[src/rtl/semaforo_monitor.sv]
// semaforo_monitor: watches both lamp buses and flags bad encodings, conflicts,
// illegal phase order and yellow/green dwell violations.
module semaforo_monitor #(
    parameter int MIN_GRN   = 5,
    parameter int YEL_TICKS = 2
) (
    input  logic       clk,
    input  logic       rst_n,
    input  logic       ena,
    input  logic       tick,
    input  logic [2:0] lamps_a,
    input  logic [2:0] lamps_b,
    input  logic       clr,
    output logic       err,
    output logic [2:0] err_code,
    output logic [3:0] err_cnt,
    output logic [7:0] cycles_a
);
    typedef enum logic [1:0] {ACQ, RED, YEL, GRN} state_t;

    localparam logic [7:0] MG = 8'(MIN_GRN);
    localparam logic [7:0] YT = 8'(YEL_TICKS);

    state_t          r_st  [2];
    logic [7:0]      r_dw  [2];
    logic            r_unt [2];
    logic            r_err;
    logic [2:0]      r_code;
    logic [3:0]      r_cnt;
    logic [7:0]      r_cyc;

    logic [1:0][2:0] w_lamp;
    state_t          w_dec   [2];
    logic            w_chg   [2];
    logic            w_ok    [2];
    logic            w_timed [2];
    logic            w_unt   [2];
    logic [7:0]      w_dw    [2];
    logic [2:0]      w_ec    [2];
    logic            w_conf;
    logic            w_rg;
    logic            w_hit;
    logic [2:0]      w_code;

    function automatic logic [2:0] min_nz(input logic [2:0] a, input logic [2:0] b);
        return (a == 3'd0) ? b : (b == 3'd0) ? a : (a < b) ? a : b;
    endfunction

    assign w_lamp = {lamps_b, lamps_a};

    always_comb begin
        for (int i = 0; i < 2; i++) begin
            w_dec[i]   = w_lamp[i] == 3'b100 ? RED :
                         w_lamp[i] == 3'b010 ? YEL :
                         w_lamp[i] == 3'b001 ? GRN : ACQ;
            w_chg[i]   = w_dec[i] != r_st[i];
            w_ok[i]    = (r_st[i] == GRN && w_dec[i] == YEL) ||
                         (r_st[i] == YEL && w_dec[i] == RED) ||
                         (r_st[i] == RED && w_dec[i] == GRN);
            w_timed[i] = w_chg[i] && w_ok[i] && !r_unt[i];
            w_ec[i]    = w_dec[i] == ACQ                                  ? 3'd1 :
                         (w_chg[i] && r_st[i] != ACQ && !w_ok[i])         ? 3'd3 :
                         (w_timed[i] && r_st[i] == YEL && r_dw[i] != YT)  ? 3'd4 :
                         (w_timed[i] && r_st[i] == GRN && r_dw[i] < MG)   ? 3'd5 : 3'd0;
            // any phase not reached by a legal step (incl. first after ACQ) is untimed
            w_unt[i]   = w_chg[i] ? !w_ok[i] : r_unt[i];
            w_dw[i]    = w_chg[i] ? 8'd0 :
                         (tick && r_dw[i] != 8'hff) ? r_dw[i] + 8'd1 : r_dw[i];
        end
        w_conf = w_dec[0] != ACQ && w_dec[1] != ACQ && w_dec[0] != RED && w_dec[1] != RED;
        w_rg   = r_st[0] == RED && w_dec[0] == GRN;
        w_code = min_nz(min_nz(w_ec[0], w_ec[1]), w_conf ? 3'd2 : 3'd0);
        w_hit  = ena && w_code != 3'd0;
    end

    always_ff @(posedge clk or negedge rst_n) begin
        if (!rst_n) begin
            for (int i = 0; i < 2; i++) begin
                r_st[i]  <= ACQ;
                r_dw[i]  <= 8'd0;
                r_unt[i] <= 1'b1;
            end
            r_err  <= 1'b0;
            r_code <= 3'd0;
            r_cnt  <= 4'd0;
            r_cyc  <= 8'd0;
        end else begin
            if (ena) begin
                for (int i = 0; i < 2; i++) begin
                    r_st[i]  <= w_dec[i];
                    r_dw[i]  <= w_dw[i];
                    r_unt[i] <= w_unt[i];
                end
                if (w_rg) r_cyc <= r_cyc + 8'd1;
            end
            if (clr) begin
                r_err  <= w_hit;
                r_code <= w_hit ? w_code : 3'd0;
                r_cnt  <= w_hit ? 4'd1 : 4'd0;
            end else if (w_hit) begin
                r_err <= 1'b1;
                if (!r_err) r_code <= w_code;
                if (r_cnt != 4'hf) r_cnt <= r_cnt + 4'd1;
            end
        end
    end

    assign err      = r_err;
    assign err_code = r_code;
    assign err_cnt  = r_cnt;
    assign cycles_a = r_cyc;
endmodule

[config.mk]
export PLATFORM = sky130hd
export DESIGN_NAME = semaforo_monitor
export DESIGN_NICKNAME = d
export VERILOG_FILES = /design/src/rtl/semaforo_monitor.sv
export SDC_FILE = /design/constraint.sdc
export NUM_CORES = 1
export LEC_CHECK = 0
export ABC_AREA = 1
export BUFFER_PORTS_ARGS = -buffer_cell sky130_fd_sc_hd__buf_2
export CORE_MARGIN = 1
export CORE_UTILIZATION = 50
export CTS_BUF_LIST = sky130_fd_sc_hd__clkbuf_8
export DETAILED_ROUTE_END_ITERATION = 6
export PLACE_DENSITY_LB_ADDON = 0.2
export SLEW_MARGIN = 20
export SYNTH_ARGS = -nofsm -noshare
export SYNTH_HDL_FRONTEND = slang
export SYNTH_SLANG_ARGS = --single-unit
[constraint.sdc]
create_clock -name clk -period 5.75 [get_ports clk]
set_input_delay 0.575 -clock clk [delete_from_list [all_inputs] [get_ports clk]]
set_output_delay 0.575 -clock clk [all_outputs]
set_load 0.05 [all_outputs]
==> reports/results.env, run 1 <==
PERIOD_SHARE_PCT=45.2
DP_HPWL_UM=3600
ROUTE.DETAILED.VIAS_PER_INST=4.84
MOSTFREQUENTLAYOUTCELLS='nand2_1, inv_1, nor2_1, dfrtp_1, nand3_1'
POSTCTSSETUPREPAIRBUFS=0
OUTCOME='finished, final reports clean'
FIN_WORST_HOLD_SLACK_NS=0.399
POWER_mW=0.751
POWER_FRAC_COMB_PCT=32.2
PWR-SHARE-SEQ_PCT=42.8
SHARE_CLK_OF_TOTAL_POWER_PCT=25.0
VIAS=2153
SETUP_VIOL_COUNT_FINAL=0
CRITICAL_PATH_CLASS='reg -> reg'
FINALHOLDVIOLCOUNT=0
CLOCK_SKEW_NS=0.00534
PERIOD_NEEDED_NS=2.60
PLACEABLECOREAREA_UM2=4820
SYNTHCELLS=345
PORT_BUFFERS=26
CTS_TREE='built'
NUM_ROWS=25
POST_SYNTH_NUM_CELL_TYPES=37
POWER.LEAKAGE_nW=1.54
COUNT_OF_NON_FILLER_CELLS_IN_THE_FINISHED_LAYOUT=445
ANTENNA_CELLS=0
GRT_FIRST_PASS_WIRELENGTH_UM=8220
AREA.GROWTH.SYNTH_TO_FINAL_PCT=11.6
GRT_OVERFLOW=0
TIMING.HOLD.WORST.CLASS='in -> async'
CTSHTREEMAXLEVEL=2
CRITICAL_PATH.ENDPOINT_TYPE='flop'
FMAX_GHz=0.385
SLOWEST_DELAY_NS=0.35
DESIGN.DIE.AREA_UM2=5400
CTS_MAX_PATH_BUFFERS=2
NUMBER_OF_ANTENNA_VIOLATIONS_AT_THE_FIRST_CHECK_IN_GLOBAL_ROUTING=0
INITIAL_DETAILED_ROUTING_VIOLATION_COUNT=75
CPLARGESTDELAYFAMILY='simple AND/OR/NAND/NOR gates'
DRTPASS1ITERATIONS=4
SWITCHING_POWER_mW=0.291
MAX_SLEW_MARGIN_PCT=42.5
POWER_SWITCHING_SHARE_PCT=38.8
POWER.IR.VDD_WORST_mV=0.192
SETUP_TOTAL_NEGATIVE_SLACK_NS=0
DRT_DRC_VIOLATIONS_LEFT=0
CLOCK_SINK_COUNT=38
INITIAL_CORE_UTIL_PCT=53.1
FINAL_LAYOUT_SIZE_SUFFIX_GT1_SHARE_PCT=18.3
CRIT_SLOWEST_CELL='dfrtp_1'
CELL_INTERNAL_PWR_mW=0.460
UTILIZATION_PCT=59.2
CTS_BUFFERS=5
TIMING.MAX_CAP.VIOLATIONS=0
TIMING.CRITICAL_PATH.CELLS='inv_1, ha_1, o21ai_0, nor3_1, nand3_1, inv_1, nor2_2, inv_1, ha_1, inv_1, a21oi_1, nand2_1, nand2_2, nand2_4, nand2_2, nand4_4, nand3_2, nand2_1, nand2_1, nand2_1'
WORSTSETUPSTARTPOINTTYPE='flop'
ROUTED_WL_UM=4740
CRITPATHMAXFANOUT=5
CRITPATHARRIVALTIME_NS=2.78
POSTCTSHOLDBUFS=0
ANT_NETS=0
NUM-NETS-FINAL=399
FP.DIEH_UM=73.5
TIMING_WORST_SLEW_PIN_VALUE_NS=0.863
CRITICAL_PATH.N_BUFFERS_INVERTERS=4
BUFFER_CELL_DRIVING_THE_CLOCK_TREE_ROOT='clkbuf_8'
SEQ_CELLS_POST_SYNTH=38
FIRST_GLOBAL_VIAS=1965
SLEW_VIOL_FINAL=0
WL_PER_CELL_UM=10.7
GRT_START_MAX_NET_PINS=39
FLOORPLAN.DIE.WIDTH_UM=73.5
POST_CTS_RESIZED=0
CLKSLEWWORSTSETUPHOLDPATHS_NS=0.08
P_PER_AREA_nW_PER_UM2=263
SYNTHESIS.AREA_UM2=2560
CLOCK_LATENCY_NS=0.29
DPL.CELL_COUNT=437
GRT_SETUP_UNREPAIRED='false'
CP.REQUIRED_NS=5.93
YOSYS_WARNINGS=0
REG2REG_SETUP_SLACK_NS=3.15
SYNTH.NET_COUNT=367
SYNTH.YOSYS.SEQ_AREA_SHARE_PCT=37.3
MOST_COMMON_LIBRARY_CELL_IN_THE_LAYOUT_IGNORING_FILL_AND_TAPS='nand2_1'
GLOBAL_ROUTE.USAGE.TOTAL_PCT=19.6
I_O_PINS=27
AVGSYNTHCELLAREA_UM2=7.41
GPL.FINAL_WEIGHTED_CONGESTION=0.886
==> kinds of logic (layout without fill, tap and decap cells) <==
| logic type | count (synthesis) | count (layout) | share of synthesized area (%) |
|---|---|---|---|
| fa+ha+maj | 11 | 11 | 5.38 |
| simple gates | 195 | 195 | 37.6 |
| flops | 38 | 38 | 37.3 |
| compound gates | 30 | 30 | 6.66 |
| xor+xnor | 10 | 10 | 3.43 |
| mux | 2 | 2 | 0.783 |
| buf+inv | 59 | 92 | 8.81 |
==> registers in the layout, indices dropped and copies added (netlist names) <==
name,count
err_code,3
r_st,4
cycles_a,8
err_cnt,4
err,1
r_unt,2
r_dw,16
==> path summary, 6_finish.rpt <==
check	startpoint	to	cells past startpoint
max	r_dw[0]	err_code[1]	20
min	rst_n	r_dw[7]	1
max reg2reg	r_dw[0]	err_code[1]	20
min reg2reg	cycles_a[7]	cycles_a[7]	1
max in group asynchronous	rst_n	err	1
min in group clk	cycles_a[7]	cycles_a[7]	1
==> power by group through the flow <==
stage	registers (mW)	logic, mW	clock network, mW
final	0.321	0.242	0.188
after global placement	0.325	0.241	0
after CTS	0.321	0.245	0.196
after detailed placement	0.326	0.244	0
after global routing	0.325	0.272	0.202
after floorplan	0.384	0.130	0
==> cell type report <==
cell class | instances | area (µm²)
well taps | 67 | 83.8
inverters | 58 | 218
flip-flops and latches | 38 | 953
multi-input cells | 248 | 1380
fillers | 502 | 1960
clock inverters | 2 | 8.76
repair buffers | 26 | 130
clock buffers | 6 | 82.6
==> through the flow <==
step | worst slack [ns] | area [µm²]
5_1_grt | 2.76 | 2850
6_report | 3.15 | 2850
4_1_cts | 3.16 | 2850
3_5_place_dp | 3.00 | 2760
2_1_floorplan | 3.37 | 2560
3_3_place_gp | 3.02 | 2760
==> Yosys cell counts <==
master,count,share of area [%]
a221oi_1,1,0.34
xor2_1,9,3.1
a21oi_2,1,0.34
nor3b_1,4,1.2
inv_2,2,0.29
dfrtp_1,36,35
o21ai_0,16,3.1
ha_1,11,5.4
nand4_1,4,0.98
dfstp_2,2,2.1
o22ai_1,1,0.24
nor4b_1,1,0.34
o211ai_1,1,0.29
nor3_1,11,2.2
nor3_2,2,0.78
a211oi_1,1,0.29
buf_4,1,0.29
clkinv_1,1,0.15
nand2_2,13,3.2
nor2_2,4,0.98
nand3_1,30,5.9
and3_1,1,0.24
a21oi_1,6,1.2
nand3_2,6,2.3
o311ai_0,1,0.34
nor2_1,45,6.6
nor2_4,2,0.88
and2_4,1,0.34
nand4_2,1,0.49
o21bai_1,1,0.29
nand4_4,1,0.83
xnor2_1,1,0.34
nand2_1,68,10
nand2_4,1,0.44
mux2i_1,2,0.78
o21ai_1,1,0.20
inv_1,55,8.1
==> layer usage <==
metal	GRT usage [%]	share of wire [%]
met2	32.3	44
met3	3.70	2.2
met1	25.8	53
met4	6.41	1.4
met5	0	0
Note: power is estimated with default switching activity, not from simulation.
==> run 2: changes to the inputs <==
- ABC_AREA: 1 -> 0
- clock period: 5.75 -> 2.6 ns (I/O delays scaled with it)
==> run 2 against run 1 <==
The flow now finishes with violations (setup timing). Largest cell class unchanged. Largest power group unchanged. Critical path type unchanged. Synthesized area grew 3.4%. First-iteration DRC count rose by 130%. Wire length grew 31%. Clock-buffer cell count did not move.
==> reports/results.env, run 2 <==
CPLARGESTDELAYFAMILY='compound AO/OA/AOI/OAI gates'
SLEW_VIOL_FINAL=0
CLOCK_SKEW_NS=0.00249
SLOWEST_DELAY_NS=0.53
PLACEABLECOREAREA_UM2=5110
POWER_mW=1.74
TIMING.CRITICAL_PATH.CELLS='or4_4, a211o_1, a221o_1, inv_2, ha_1, inv_1, a21o_1, nor2_2, nor2_2, o221a_2, a21o_4, o21bai_4, mux2_4'
NUM_ROWS=26
SYNTHDOMINANTAREACELLTYPE='dfrtp_1'
FIRST_GLOBAL_VIAS=2237
CLOCK_SINK_COUNT=38
POWER.LEAKAGE_nW=1.76
TIMING.HOLD.WORST.CLASS='in -> async'
AVGSYNTHCELLAREA_UM2=8.93
YOSYS-TOP-CELLS-COUNT='dfrtp_1, nor2_1, nand2_1'
YOSYS_WARNINGS=0
REG2REG_FROM='r_dw[15]'
CRITICAL_PATH.ENDPOINT_TYPE='flop'
UTILIZATION_PCT=69.5
LARGEST_REGISTER='r_dw'
POWER.IR.VDD_WORST_mV=0.490
LARGEST_REGISTER_FFS=16
PORT_BUFFERS=26
GRT_SETUP_UNREPAIRED='true'
CRIT_SLOWEST_CELL='or4_4'
POWER_SWITCHING_SHARE_PCT=28.8
CTS_MAX_PATH_BUFFERS=2
CRITPATHMAXFANOUT=5
SYNTH.YOSYS.SEQ_AREA_SHARE_PCT=36.1
SYNTHMOSTINSTANTIATEDCELL='dfrtp_1'
SHARE_CLK_OF_TOTAL_POWER_PCT=35.4
DP_SLACK_NS=-0.690
CELL_INTERNAL_PWR_mW=1.24
CLKSLEWWORSTSETUPHOLDPATHS_NS=0.07
FINAL_LAYOUT_SIZE_SUFFIX_GT1_SHARE_PCT=35.1
NETLIST.AREA_LEADER.SHARE_PCT=34.1
SYNTH_ENABLE_FLOP_CELLS=0
NUMBER_OF_ANTENNA_VIOLATIONS_AT_THE_FIRST_CHECK_IN_GLOBAL_ROUTING=0
CRITICAL_PATH_CLASS='reg -> reg'
ANTENNA_CELLS=0
CLOCK_LATENCY_NS=0.29
SETUP_VIOL_COUNT_FINAL=8
GLOBAL_ROUTE.USAGE.TOTAL_PCT=24.0
AREA.GROWTH.SYNTH_TO_FINAL_PCT=34.2
BUFFER_CELL_DRIVING_THE_CLOCK_TREE_ROOT='clkbuf_8'
PERIOD_NEEDED_NS=3.27
POWER_FRAC_COMB_PCT=26.4
SEQ_CELLS_POST_SYNTH=38
YS_TOP_CELLS_BY_AREA='dfrtp_1, ha_1, nor2_1'
MOSTFREQUENTLAYOUTCELLS='buf_4, dfrtp_1, nor2_1, buf_2, nand2_1'
PERIOD_SHARE_PCT=126
CRITICAL_PATH.N_BUFFERS_INVERTERS=2
DP_HPWL_UM=4600
OUTCOME='complete, but fails checks'
INITIAL_DETAILED_ROUTING_VIOLATION_COUNT=171
VIAS=2413
P_PER_AREA_nW_PER_UM2=489
SYNTH.NET_COUNT=318
DRTPASS1ITERATIONS=4
CTS_TREE='built'
DESIGN.DIE.AREA_UM2=5580
GRT_FIRST_PASS_WIRELENGTH_UM=10200
ROUTE.DETAILED.VIAS_PER_INST=5.27
SETUP_WS_NS=-0.671
FAILED_CHECKS='setup timing'
NUM-NETS-FINAL=409
GPL.FINAL_WEIGHTED_CONGESTION=0.904
MOST_COMMON_LIBRARY_CELL_IN_THE_LAYOUT_IGNORING_FILL_AND_TAPS='buf_4'
FLOORPLAN.DIE.WIDTH_UM=74.7
PWR-SHARE-SEQ_PCT=38.2
SYNTHCELLS=296
FMAX_GHz=0.306
FINALHOLDVIOLCOUNT=0
FIN_AREA_UM2=3550
SYNTH_ASYNC_SR_FLOP_SHARE_PCT=100
CP_COMMON_CELL='nor2_2'
SETUP_TOTAL_NEGATIVE_SLACK_NS=-4.50
ANT_NETS=0
SYNTHESIS.AREA_UM2=2640
DPL-INSTANCE-AREA_UM2=3310
CRITICAL_PATH.STARTPOINT='r_dw[15]'
CTS_BUFFERS=5
I_O_PINS=27
TIMING_WORST_SLEW_PIN_VALUE_NS=0.818
SWITCHING_POWER_mW=0.500
FP.DIEH_UM=74.7
CP.REQUIRED_NS=2.77
POST_SYNTH_NUM_CELL_TYPES=57
WL_PER_CELL_UM=13.5
DRT_DRC_VIOLATIONS_LEFT=0
INITIAL_CORE_UTIL_PCT=51.7
GRT_START_MAX_NET_PINS=39
CTSHTREEMAXLEVEL=2
CRITPATHARRIVALTIME_NS=3.44
POSTSYNTH.TOPFLOPCELL='dfrtp_1'
TIMING.MAX_CAP.VIOLATIONS=0
MAX_SLEW_MARGIN_PCT=45.4
WORSTSETUPSTARTPOINTTYPE='flop'
GRT_OVERFLOW=0
ROUTED_WL_UM=6200
## run 2: cell type report
| class | count | area, µm² |
|---|---|---|
| clock buffers | 6 | 82.6 |
| repair buffers | 98 | 674 |
| inverters | 18 | 67.6 |
| clock inverters | 2 | 60.1 |
| well taps | 70 | 87.6 |
| fillers | 410 | 1560 |
| multi-input cells | 226 | 1620 |
| flip-flops and latches | 38 | 953 |
## run 2: timing repair
action | in CTS | in global routing
hold buffers | 0 | 0
buffers inserted | 6 | 0
setup endpoints to repair | 8 | 8
gates resized for setup | 12 | 0
pin swaps | 7 | 2
cloned | 0 | 0
## run 2: final timing paths
check / cells after the start / slack [ns] / end
worst max-delay path: 13 / -0.67 / err_code[2]
worst min-delay path: 1 / 0.07 / r_st[1]
worst max register to register: 13 / -0.67 / err_code[2]
worst min register to register: 1 / 0.49 / cycles_a[7]
max in group asynchronous: 1 / 2.02 / r_dw[5]
min in group clk: 2 / 0.23 / err_cnt[2]
## run 2: cell families after synthesis
group | Yosys count | synth area share [%]
XOR/XNOR | 22 | 7.29
AO/OA/AOI/OAI | 64 | 18.9
flip-flops | 38 | 36.1
adder cells (fa/ha/maj) | 12 | 5.59
buffers and inverters | 32 | 4.55
AND/OR/NAND/NOR | 119 | 23.4
multiplexers | 9 | 4.17
## run 2: through the flow
stage	instances	hold WS (ns)
2_1_floorplan	296	-0.0356
5_1_grt	458	0.133
3_3_place_gp	444	0.402
3_5_place_dp	444	0.403
6_report	458	0.0651
4_1_cts	458	0.0932
## run 2: power by group through the flow
stage	Combinational, mW	Sequential, mW	Clock [mW]
2_1_floorplan	0.197	0.742	0
3_3_place_gp	0.439	0.671	0
3_5_place_dp	0.447	0.672	0
4_1_cts	0.458	0.662	0.625
5_1_grt	0.504	0.667	0.642
6_report	0.458	0.662	0.615
## run 2: per-layer routing
metal  global-route usage (%)  vias to the layer above  share of wire (%)
li1                         -                     1235                  -
met1                     34.6                     1131                 50
met2                     37.9                       39                 46
met3                     3.48                        8                2.7
met4                     6.50                        0                1.3
met5                        0                        -                  0
==> run 3: changes to the inputs <==
- CORE_ASPECT_RATIO: not set -> 1.5
- GPL_ROUTABILITY_DRIVEN: not set -> 0
==> run 3 against run 2 <==
The flow still finishes with violations (setup timing). Largest power group unchanged. First-iteration DRC count fell by 51%. Clock power fell by 34%. Setup slack improved by 0.028 ns. Design area fell by 0.95%. Total power fell by 12%. Cell count fell by 1.1%. Fmax rose by 0.88%. Critical endpoint unchanged. Critical path depth fell by 1. Die area rose by 0.10%. Flip-flop and latch count did not move. Highest routed layer unchanged. Combinational power rose by 1%.
==> reports/results.env, run 3 (synthesis results as in run 2) <==
AREA.GROWTH.SYNTH_TO_FINAL_PCT=33.0
WL_PER_CELL_UM=13.5
SLEW_VIOL_FINAL=0
P_PER_AREA_nW_PER_UM2=436
ROUTE.DETAILED.VIAS_PER_INST=5.42
TIMING.HOLD.WORST.CLASS='in -> async'
MAX_SLEW_MARGIN_PCT=43.2
FAILED_CHECKS='setup timing'
DPL-INSTANCE-AREA_UM2=3310
GRT_START_MAX_NET_PINS=39
SEQCELLAREA_UM2=953
PERIOD_NEEDED_NS=3.24
PERIOD_SHARE_PCT=125
CRITICAL_PATH.N_BUFFERS_INVERTERS=1
SETUP_WS_NS=-0.643
CPLARGESTDELAYFAMILY='compound AO/OA/AOI/OAI gates'
SLOWEST_DELAY_NS=0.53
CRITPATHMAXFANOUT=6
MULTIINPUTGATEAREA_UM2=1660
TIMING.CRITICAL_PATH.CELLS='or4_4, a211o_1, a211oi_4, inv_2, ha_4, a21o_4, nor2_4, nor2_2, o221a_2, a21o_4, o21bai_4, mux2_4'
CRITICAL_PATH_CLASS='reg -> reg'
TIMING.MAX_CAP.VIOLATIONS=0
PLACEABLECOREAREA_UM2=5120
CTS_BUFFERS=5
INITIAL_DETAILED_ROUTING_VIOLATION_COUNT=84
PORT_BUFFERS=26
DRT_DRC_VIOLATIONS_LEFT=0
CLOCK_LATENCY_NS=0.29
CRITPATHARRIVALTIME_NS=3.42
BUFFER_CELL_DRIVING_THE_CLOCK_TREE_ROOT='clkbuf_8'
NUM-FILL-CELLS=443
VIAS=2456
CLKSLEWWORSTSETUPHOLDPATHS_NS=0.07
FMAX_GHz=0.308
CLOCK_SKEW_NS=0.00459
LARGEST_REGISTER_FFS=16
CTSHTREEMAXLEVEL=2
I_O_PINS=27
FINALHOLDVIOLCOUNT=0
CP.REQUIRED_NS=2.78
DESIGN.DIE.AREA_UM2=5590
GRT_FIRST_PASS_WIRELENGTH_UM=10200
GRT_SETUP_UNREPAIRED='true'
CP_COMMON_CELL='a21o_4'
ANTENNA_CELLS=0
TIMING_WORST_SLEW_PIN_VALUE_NS=0.853
NUM-NETS-FINAL=407
OUTCOME='complete, but fails checks'
NUMBER_OF_ANTENNA_VIOLATIONS_AT_THE_FIRST_CHECK_IN_GLOBAL_ROUTING=0
FINAL_LAYOUT_SIZE_SUFFIX_GT1_SHARE_PCT=35.1
INITIAL_CORE_UTIL_PCT=51.6
CTS_TREE='built'
CRIT_SLOWEST_CELL='or4_4'
LARGEST_REGISTER='r_dw'
UTILIZATION_PCT=68.6
FIN_WORST_HOLD_SLACK_NS=0.0771
DP_HPWL_UM=4590
FIRST_GLOBAL_VIAS=2403
NUM_ROWS=32
FP.DIEH_UM=91.0
SETUP_VIOL_COUNT_FINAL=8
MOST_COMMON_LIBRARY_CELL_IN_THE_LAYOUT_IGNORING_FILL_AND_TAPS='buf_4'
ROUTED_WL_UM=6140
ANT_NETS=0
POWER.LEAKAGE_nW=1.71
CTS_MAX_PATH_BUFFERS=2
FIN_AREA_UM2=3510
FLOORPLAN.DIE.WIDTH_UM=61.4
GLOBAL_ROUTE.USAGE.TOTAL_PCT=23.9
POWER.IR.VDD_WORST_mV=0.382
WORSTSETUPSTARTPOINTTYPE='flop'
CLOCK_SINK_COUNT=38
CRITICAL_PATH.ENDPOINT_TYPE='flop'
DRTPASS1ITERATIONS=4
MOSTFREQUENTLAYOUTCELLS='buf_4, dfrtp_1, nor2_1, buf_2, nand2_1'
GRT_OVERFLOW=0
-- run 3: area by class of cell --
| type | instances | share of cell area (%) |
|---|---|---|
| tap | 68 | 2.42 |
| timing repair buffer | 96 | 18.8 |
| inverter | 18 | 1.92 |
| clock inverter | 1 | 0.107 |
| multi-input combinational | 226 | 47.3 |
| sequential | 38 | 27.1 |
| clock buffer | 6 | 2.35 |
-- run 3: routing by layer --
metal  up-vias  share of wire, %  track usage, %
met5         -                 0               0
met3         9               2.3            2.56
met4         0               1.9            9.44
met1      1179                42            27.3
met2        39                54            43.3
li1       1229                 -               -
-- run 3: power by group --
part           total, mW  internal (mW)  switching, mW  leakage, nW
clock              0.407          0.206          0.201       0.0485
combinational      0.463          0.202          0.261         1.15
sequential         0.662          0.629         0.0323        0.509
-- run 3: final timing paths --
| check | startpoint | cells past startpoint | end | slack, ns |
|---|---|---|---|---|
| setup / recovery | r_dw[6] | 12 | err_code[2] | -0.64 |
| hold / removal | rst_n | 1 | r_dw[14] | 0.08 |
| setup reg to reg | r_dw[6] | 12 | err_code[2] | -0.64 |
| hold reg to reg | cycles_a[7] | 1 | cycles_a[7] | 0.47 |
| max in group asynchronous | rst_n | 1 | r_st[3] | 1.99 |
| min in group clk | clr | 2 | err_cnt[2] | 0.25 |
-- run 3: worst register-to-register path: stages (launching register included) --
cell      delay [ns]
dfrtp_1         0.38
or4_4           0.53
a211o_1         0.29
a211oi_4        0.33
inv_2           0.10
ha_4            0.17
a21o_4          0.21
nor2_4          0.09
nor2_2          0.05
o221a_2         0.27
a21o_4          0.24
o21bai_4        0.17
mux2_4          0.31
-- run 3: repair_timing --
action                     in CTS  in global routing
gates cloned                    0                  0
hold endpoints to repair        0                  0
setup endpoints to repair       8                  8
setup buffers                   3                  2
pin swaps                       5                  1
hold buffers                    0                  0
gates resized for setup         3                 14
-- run 3: metrics by stage --
stage          setup TNS, ns  cells  total power, mW  worst slack (ns)
2_1_floorplan          -3.62    296            0.939            -0.605
3_3_place_gp           -3.73    442             1.11            -0.603
3_5_place_dp           -4.20    442             1.12            -0.666
5_1_grt                -5.09    453             1.61            -0.736
4_1_cts                -4.43    452             1.53            -0.640
6_report               -4.33    453             1.53            -0.643
